## src/rtl/vgachargen_pkg.sv

```systemverilog
// Shared definitions for the character-generator display path.
// Holds the default 640x480@60 raster timing, widths derived from it and
// the run-control state encoding used by vga_timing_gen.
package vgachargen_pkg;

    localparam int VGA_H_DISPLAY = 640;
    localparam int VGA_H_FRONT   = 16;
    localparam int VGA_H_SYNC    = 96;
    localparam int VGA_H_BACK    = 48;
    localparam int VGA_V_DISPLAY = 480;
    localparam int VGA_V_FRONT   = 10;
    localparam int VGA_V_SYNC    = 2;
    localparam int VGA_V_BACK    = 33;

    localparam int VGA_HTOTAL = VGA_H_DISPLAY + VGA_H_FRONT + VGA_H_SYNC + VGA_H_BACK;
    localparam int VGA_VTOTAL = VGA_V_DISPLAY + VGA_V_FRONT + VGA_V_SYNC + VGA_V_BACK;
    localparam int VGA_HW     = $clog2(VGA_HTOTAL);
    localparam int VGA_VW     = $clog2(VGA_VTOTAL);

    typedef enum logic [1:0] {
        ST_IDLE  = 2'd0,
        ST_RUN   = 2'd1,
        ST_DRAIN = 2'd2
    } vga_state_e;

endpackage

```

## src/rtl/vga_sync_delay.sv

```systemverilog
// Enable-gated shift register with a programmable reset value.
// Ports: clk_i/arstn_i clock and async active-low reset, en_i shift enable,
//        d_i input word, q_o word delayed by DEPTH enabled clocks.
// DEPTH=0 degenerates to a wire.
module vga_sync_delay #(
    parameter int               WIDTH   = 3,
    parameter int               DEPTH   = 2,
    parameter logic [WIDTH-1:0] RST_VAL = '0
) (
    input  logic             clk_i,
    input  logic             arstn_i,
    input  logic             en_i,
    input  logic [WIDTH-1:0] d_i,
    output logic [WIDTH-1:0] q_o
);

    if (DEPTH == 0) begin : g_wire
        assign q_o = d_i;
    end else begin : g_pipe
        logic [DEPTH-1:0][WIDTH-1:0] pipe_q;

        always_ff @(posedge clk_i or negedge arstn_i) begin
            if (!arstn_i) begin
                pipe_q <= {DEPTH{RST_VAL}};
            end else if (en_i) begin
                pipe_q[0] <= d_i;
                for (int i = 1; i < DEPTH; i++) pipe_q[i] <= pipe_q[i-1];
            end
        end

        assign q_o = pipe_q[DEPTH-1];
    end

endmodule

```

## src/rtl/vga_timing_gen.sv

```systemverilog
// VGA raster timing generator for the character-generator path.
// Ports: clk_i, arstn_i (async active-low), pix_en_i pixel strobe, en_i run
//        request; hcount_o/vcount_o raster position, de_o undelayed display
//        enable, cell_x/y_o + bit_x/y_o glyph coordinates, cell_addr_o linear
//        character-map address, line_start_o/frame_start_o pulses,
//        hsync_o/vsync_o/de_dly_o delayed by SYNC_DELAY consumed pixels.
module vga_timing_gen
    import vgachargen_pkg::*;
#(
    parameter int H_DISPLAY        = VGA_H_DISPLAY,
    parameter int H_FRONT          = VGA_H_FRONT,
    parameter int H_SYNC           = VGA_H_SYNC,
    parameter int H_BACK           = VGA_H_BACK,
    parameter int V_DISPLAY        = VGA_V_DISPLAY,
    parameter int V_FRONT          = VGA_V_FRONT,
    parameter int V_SYNC           = VGA_V_SYNC,
    parameter int V_BACK           = VGA_V_BACK,
    parameter bit HSYNC_ACTIVE_LOW = 1'b1,
    parameter bit VSYNC_ACTIVE_LOW = 1'b1,
    parameter int CELL_W           = 8,
    parameter int CELL_H           = 16,
    parameter int SYNC_DELAY       = 2,
    localparam int HTOTAL = H_DISPLAY + H_FRONT + H_SYNC + H_BACK,
    localparam int VTOTAL = V_DISPLAY + V_FRONT + V_SYNC + V_BACK,
    localparam int HW     = $clog2(HTOTAL),
    localparam int VW     = $clog2(VTOTAL),
    localparam int CX     = H_DISPLAY / CELL_W,
    localparam int CY     = V_DISPLAY / CELL_H,
    localparam int AW     = $clog2(CX * CY),
    localparam int CXW    = $clog2(CX),
    localparam int CYW    = $clog2(CY),
    localparam int BXW    = $clog2(CELL_W),
    localparam int BYW    = $clog2(CELL_H)
) (
    input  logic           clk_i,
    input  logic           arstn_i,
    input  logic           pix_en_i,
    input  logic           en_i,
    output logic [HW-1:0]  hcount_o,
    output logic [VW-1:0]  vcount_o,
    output logic           de_o,
    output logic [CXW-1:0] cell_x_o,
    output logic [CYW-1:0] cell_y_o,
    output logic [BXW-1:0] bit_x_o,
    output logic [BYW-1:0] bit_y_o,
    output logic [AW-1:0]  cell_addr_o,
    output logic           line_start_o,
    output logic           frame_start_o,
    output logic           hsync_o,
    output logic           vsync_o,
    output logic           de_dly_o
);

    if ((CELL_W & (CELL_W - 1)) != 0 || (H_DISPLAY % CELL_W) != 0) begin : g_bad_cell_w
        $error("CELL_W must be a power of two dividing H_DISPLAY");
    end
    if ((CELL_H & (CELL_H - 1)) != 0 || (V_DISPLAY % CELL_H) != 0) begin : g_bad_cell_h
        $error("CELL_H must be a power of two dividing V_DISPLAY");
    end

    localparam logic [HW-1:0]  H_LAST   = HW'(HTOTAL - 1);
    localparam logic [VW-1:0]  V_LAST   = VW'(VTOTAL - 1);
    localparam logic [HW-1:0]  H_DISP   = HW'(H_DISPLAY);
    localparam logic [VW-1:0]  V_DISP   = VW'(V_DISPLAY);
    localparam logic [HW-1:0]  HS_START = HW'(H_DISPLAY + H_FRONT);
    localparam logic [HW-1:0]  HS_END   = HW'(H_DISPLAY + H_FRONT + H_SYNC);
    localparam logic [VW-1:0]  VS_START = VW'(V_DISPLAY + V_FRONT);
    localparam logic [VW-1:0]  VS_END   = VW'(V_DISPLAY + V_FRONT + V_SYNC);
    localparam logic [BYW-1:0] BY_LAST  = BYW'(CELL_H - 1);
    localparam logic [AW-1:0]  ROW_STEP = AW'(CX);

    vga_state_e     state_q, state_d;
    logic [HW-1:0]  h_q, h_d;
    logic [VW-1:0]  v_q, v_d;
    logic [AW-1:0]  row_q, row_d;

    logic active, h_last, v_last, frame_wrap, de;
    logic hs_raw, vs_raw;

    assign active     = (state_q != ST_IDLE);
    assign h_last     = (h_q == H_LAST);
    assign v_last     = (v_q == V_LAST);
    assign frame_wrap = active & pix_en_i & h_last & v_last;

    always_comb begin
        state_d = state_q;
        unique case (state_q)
            ST_IDLE:  if (en_i) state_d = ST_RUN;
            ST_RUN:   if (!en_i) state_d = ST_DRAIN;
            // Dropping en_i only stops at the frame boundary, never mid-frame.
            ST_DRAIN: if (en_i) state_d = ST_RUN;
                      else if (frame_wrap) state_d = ST_IDLE;
            default:  state_d = ST_IDLE;
        endcase
    end

    // Counters and the row-base register. The row base tracks cell_y*CX by
    // adding CX whenever the last scanline of a glyph row finishes.
    always_comb begin
        h_d   = h_q;
        v_d   = v_q;
        row_d = row_q;
        if (!active) begin
            h_d   = '0;
            v_d   = '0;
            row_d = '0;
        end else if (pix_en_i) begin
            if (h_last) begin
                h_d = '0;
                v_d = v_last ? '0 : v_q + VW'(1);
            end else begin
                h_d = h_q + HW'(1);
            end
            if (frame_wrap)
                row_d = '0;
            else if (h_last && v_q < V_DISP && v_q[BYW-1:0] == BY_LAST)
                row_d = row_q + ROW_STEP;
        end
    end

    always_ff @(posedge clk_i or negedge arstn_i) begin
        if (!arstn_i) begin
            state_q <= ST_IDLE;
            h_q     <= '0;
            v_q     <= '0;
            row_q   <= '0;
        end else begin
            state_q <= state_d;
            h_q     <= h_d;
            v_q     <= v_d;
            row_q   <= row_d;
        end
    end

    assign de = active & (h_q < H_DISP) & (v_q < V_DISP);

    assign hcount_o      = h_q;
    assign vcount_o      = v_q;
    assign de_o          = de;
    assign bit_x_o       = de ? h_q[BXW-1:0]    : '0;
    assign bit_y_o       = de ? v_q[BYW-1:0]    : '0;
    assign cell_x_o      = de ? h_q[BXW +: CXW] : '0;
    assign cell_y_o      = de ? v_q[BYW +: CYW] : '0;
    assign cell_addr_o   = de ? row_q + AW'(cell_x_o) : '0;
    assign line_start_o  = active & pix_en_i & (h_q == '0);
    assign frame_start_o = line_start_o & (v_q == '0);

    // Gated by active so IDLE feeds inactive levels into the delay line.
    assign hs_raw = active & (h_q >= HS_START) & (h_q < HS_END);
    assign vs_raw = active & (v_q >= VS_START) & (v_q < VS_END);

    vga_sync_delay #(
        .WIDTH   (3),
        .DEPTH   (SYNC_DELAY),
        .RST_VAL ({HSYNC_ACTIVE_LOW, VSYNC_ACTIVE_LOW, 1'b0})
    ) u_sync_delay (
        .clk_i   (clk_i),
        .arstn_i (arstn_i),
        .en_i    (pix_en_i),
        .d_i     ({hs_raw ^ HSYNC_ACTIVE_LOW, vs_raw ^ VSYNC_ACTIVE_LOW, de}),
        .q_o     ({hsync_o, vsync_o, de_dly_o})
    );

endmodule

```

## config.mk

```make
export PLATFORM = sky130hd
export DESIGN_NAME = vga_timing_gen
export DESIGN_NICKNAME = d
export VERILOG_FILES = /design/src/rtl/vgachargen_pkg.sv /design/src/rtl/vga_sync_delay.sv /design/src/rtl/vga_timing_gen.sv
export SDC_FILE = /design/constraint.sdc
export NUM_CORES = 1
export LEC_CHECK = 0
export CAP_MARGIN = 20
export CORE_MARGIN = 2
export CORE_UTILIZATION = 45
export CTS_BUF_LIST = sky130_fd_sc_hd__clkbuf_16
export CTS_CLUSTER_DIAMETER = 30
export DETAILED_ROUTE_END_ITERATION = 12
export PLACE_DENSITY = 0.77
export SYNTH_ARGS = -nofsm -noshare
export SYNTH_HDL_FRONTEND = slang
export SYNTH_HIERARCHICAL = 1
export SYNTH_SLANG_ARGS = --single-unit
export TNS_END_PERCENT = 50
```

## constraint.sdc

```tcl
create_clock -name clk_i -period 4.4 [get_ports clk_i]
set_clock_uncertainty 0.2 [all_clocks]
set_input_delay 1.1 -clock clk_i [delete_from_list [all_inputs] [get_ports clk_i]]
set_output_delay 1.1 -clock clk_i [all_outputs]
set_load 0.01 [all_outputs]
```

==> results by group <==
Power and ir drop
  – Power consumption: 0.000793 W
  – Maximum vdd drop: 180 uV
  – Lkg Pwr: 1.40 nW
  – Pwr dens: 235 nW/um^2

Timing
  – Worst slew margin: 43.6%
  – Slew Limit Fails: 0
  – RSZ-0062 raised after global routing: false
  – Fmax: 0.239 GHz
  – Setup_tns: 0 ns
  – Slew @ Worst Pin: 0.842 ns
  – Final Hold Fails: 0
  – Shortest period the worst path allows: 4.18 ns
  – Final setup fails: 0
  – Worst setup margin: 0.215 ns
  – Tcrit/Tclk final: 95.1%

Logic synthesis
  – Post-synth EDFFs: 0
  – Synth top cells by count: 32 x dfrtp_1, 26 x nor2_1, 18 x and2_1
  – Yosys top cell area share: 32.1%
  – Register bit total from synthesis: 36
  – Syn Std Cell Area: 2490 um^2
  – Top_reg_cell synth: dfrtp_1
  – Post-Syn Nets: 295
  – Synth Warn #: 6
  – Count leader, synth: dfrtp_1
  – Gate Count Post-Synth: 282
  – Async set-reset flop share out of synthesis: 100%
  – Synth area leaders: dfrtp_1 32%, and2_1 4.5%, ha_1 4.5%
  – Share of the yosys chip area belonging to registers: 36.3%
  – Syn Area/Cell: 8.85 um^2
  – Synth cell types: 53
  – Post-synth top area cell: dfrtp_1

Detailed routing
  – DRT Wirelength: 6490 um
  – DRC Markers: 0
  – Routed wire per std cell: 15.5 um
  – Post-route ant nets: 0
  – Initial DRT Pass Iterations: 4
  – DR vias: 2362
  – Iteration-0 DRC Markers: 178
  – DR vias/cell: 5.65

Critical path
  – Crit path DAT: 2.88 ns
  – Crit Path Class: flip-flop to primary output
  – Critical-path cell list: or2_2, nand3_1, inv_1, and2_1, ha_4, a21o_1, a31oi_1, xnor2_1, and2_1, clkdlybuf4s50_1
  – Slowest cell delay on critical path: 0.52 ns
  – CP Buf/Inv Count: 2
  – Req. time, crit path: 3.10 ns
  – CP dominant cell by count: and2_1
  – Delay-heaviest family, CP: simple AND/OR/NAND/NOR gates
  – CP max FO: 6
  – Slowest-stage cell, CP: clkdlybuf4s50_1
  – Startpoint types: flip-flop
  – CP Capture Type: primary output
  – Flop2flop setup slack: 1.82 ns

Floorplanning
  – Total core area: 5440 um^2
  – Die width: 78.5 um
  – Vert. Die Dim: 78.5 um
  – Initial core utilization: 45.9%
  – Io pins: 61
  – Placement row count: 27
  – Die ar.: 6160 um^2

Global route
  – First-pass GRT wire length: 11100 um
  – Initial antenna violation count: 0
  – All-layer global routing usage: 22.6%
  – Total gr overflow: 0
  – Largest net degree at the start of global routing: 37
  – Vias in the first global route: 2225

Clocking
  – Post-CTS Hold Fix Bufs: 0
  – Clk root buf: clkbuf_16
  – Post-CTS Setup Inserts: 0
  – Clock transition at path regs: 0.06 ns
  – Htree depth: 2
  – Clock buffer count from CTS: 5
  – Worst skew pair latency: 0.28 ns
  – CTS Sinks: 36
  – Maximum root-to-sink buffer count: 2
  – CTS tree: built

Layout
  – Nets: 358
  – Area growth syn-to-layout: 35.5%
  – Diode count: 0
  – Storage cell area: 906 um^2
  – Fill cells: 464
  – Share of layout cells above drive strength 1: 13.0%
  – Final core occ: 62.2%
  – Footprint of the multi-input gates: 1480 um^2
  – Design area: 3380 um^2

Place
  – Pre-CTS setup slack: 0.175 ns
  – I/O Buffers: 60
  – RD Place Congestion: 0.877
  – Hpwl dp: 4610 um
  – Post-DP Area: 3190 um^2

Status
  – Status: complete, no violations

Flow run
  – Max_cap viols: 0

Worst hold path
  – Worst hold path type: flip-flop to flip-flop
==> cells in the final DEF, fill, tap and decap left out, drive strengths merged, types with 3 or more instances in the layout <==
master,count
clkdlybuf4s50,55
dfrtp,32
nor2,26
and2,20
buf,18
a21oi,17
nand3,16
o21ai,13
nand2,10
nor3,10
a31oi,9
ha,9
inv,8
nand4,8
xnor2,8
and3,6
mux2,6
mux2i,5
and4,5
o31ai,5
clkbuf,5
or4,5
or3,5
nand2b,4
xor2,4
dfstp,4
dlymetal6s2s,3
==> timing repair <==
item                                    CTS  global route
hold endpoints to repair                  0             0
endpoints found under the setup margin    5             4
gates resized for setup                   4             6
pin swaps                                 0             1
==> through the flow <==
step	hold slack, ns	instances
floorplan	0.282	282
global placement	0.299	409
detailed placement	0.306	409
CTS	0.318	417
global route	0.333	418
finish	0.311	418
==> state kept, by name, summed over array words and instances, names as in the netlist <==
| signal | count |
|---|---|
| hcount_o | 10 |
| vcount_o | 10 |
| row_q | 8 |
| state_q | 2 |
| u_sync_delay/q_o | 3 |
| u_sync_delay/g_pipe.pipe_q | 3 |
==> routing by layer <==
layer  wire length, um  track usage, %  vias to the layer above
met1              2880            31.2                     1139
met5                 0               0                        -
li1                  -               -                     1148
met3               324            3.45                        8
met4               100            9.12                        0
met2              3180            35.7                       67
==> power breakdown <==
part / internal (W) / switching [W]
Sequential: 0.000339 / 0.00000821
Clock: 0.000205 / 0.000133
Combinational: 0.0000479 / 0.0000594
Total: 0.000592 / 0.000201
==> cells by family (layout without fill, tap and decap cells) <==
group           after synthesis  in the layout  share of synthesized area, %
simple gates                125            125                          28.6
compound gates               59             59                          14.8
flops                        36             36                          36.3
buf+inv                      29             93                          5.82
xor+xnor                     12             12                          4.21
mux                          11             11                          5.62
fa+ha+maj                     9              9                          4.51
other cells                   1              1                         0.150
==> worst paths after layout <==
path / cells past startpoint / start / endpoint
setup / recovery: 10 / state_q[1] / cell_addr_o[6]
hold reg to reg: 1 / u_sync_delay/q_o[0] / u_sync_delay/q_o[0]
setup reg to reg: 5 / hcount_o[7] / row_q[10]
min in group asynchronous: 2 / arstn_i / u_sync_delay/g_pipe.pipe_q[0]
hold / removal: 1 / u_sync_delay/q_o[0] / u_sync_delay/q_o[0]
max in group asynchronous: 2 / arstn_i / u_sync_delay/g_pipe.pipe_q[2]
==> area by class of cell <==
class / instances / share of cell area [%]
Clock inverter: 3 / 0.444
Timing Repair Buffer: 78 / 21.9
Inverter: 7 / 0.777
Sequential cell: 36 / 26.8
Clock buffer: 5 / 3.70
Tap cell: 72 / 2.66
Multi-Input combinational cell: 217 / 43.7
No activity file was read; power rests on OpenSTA's default activity.
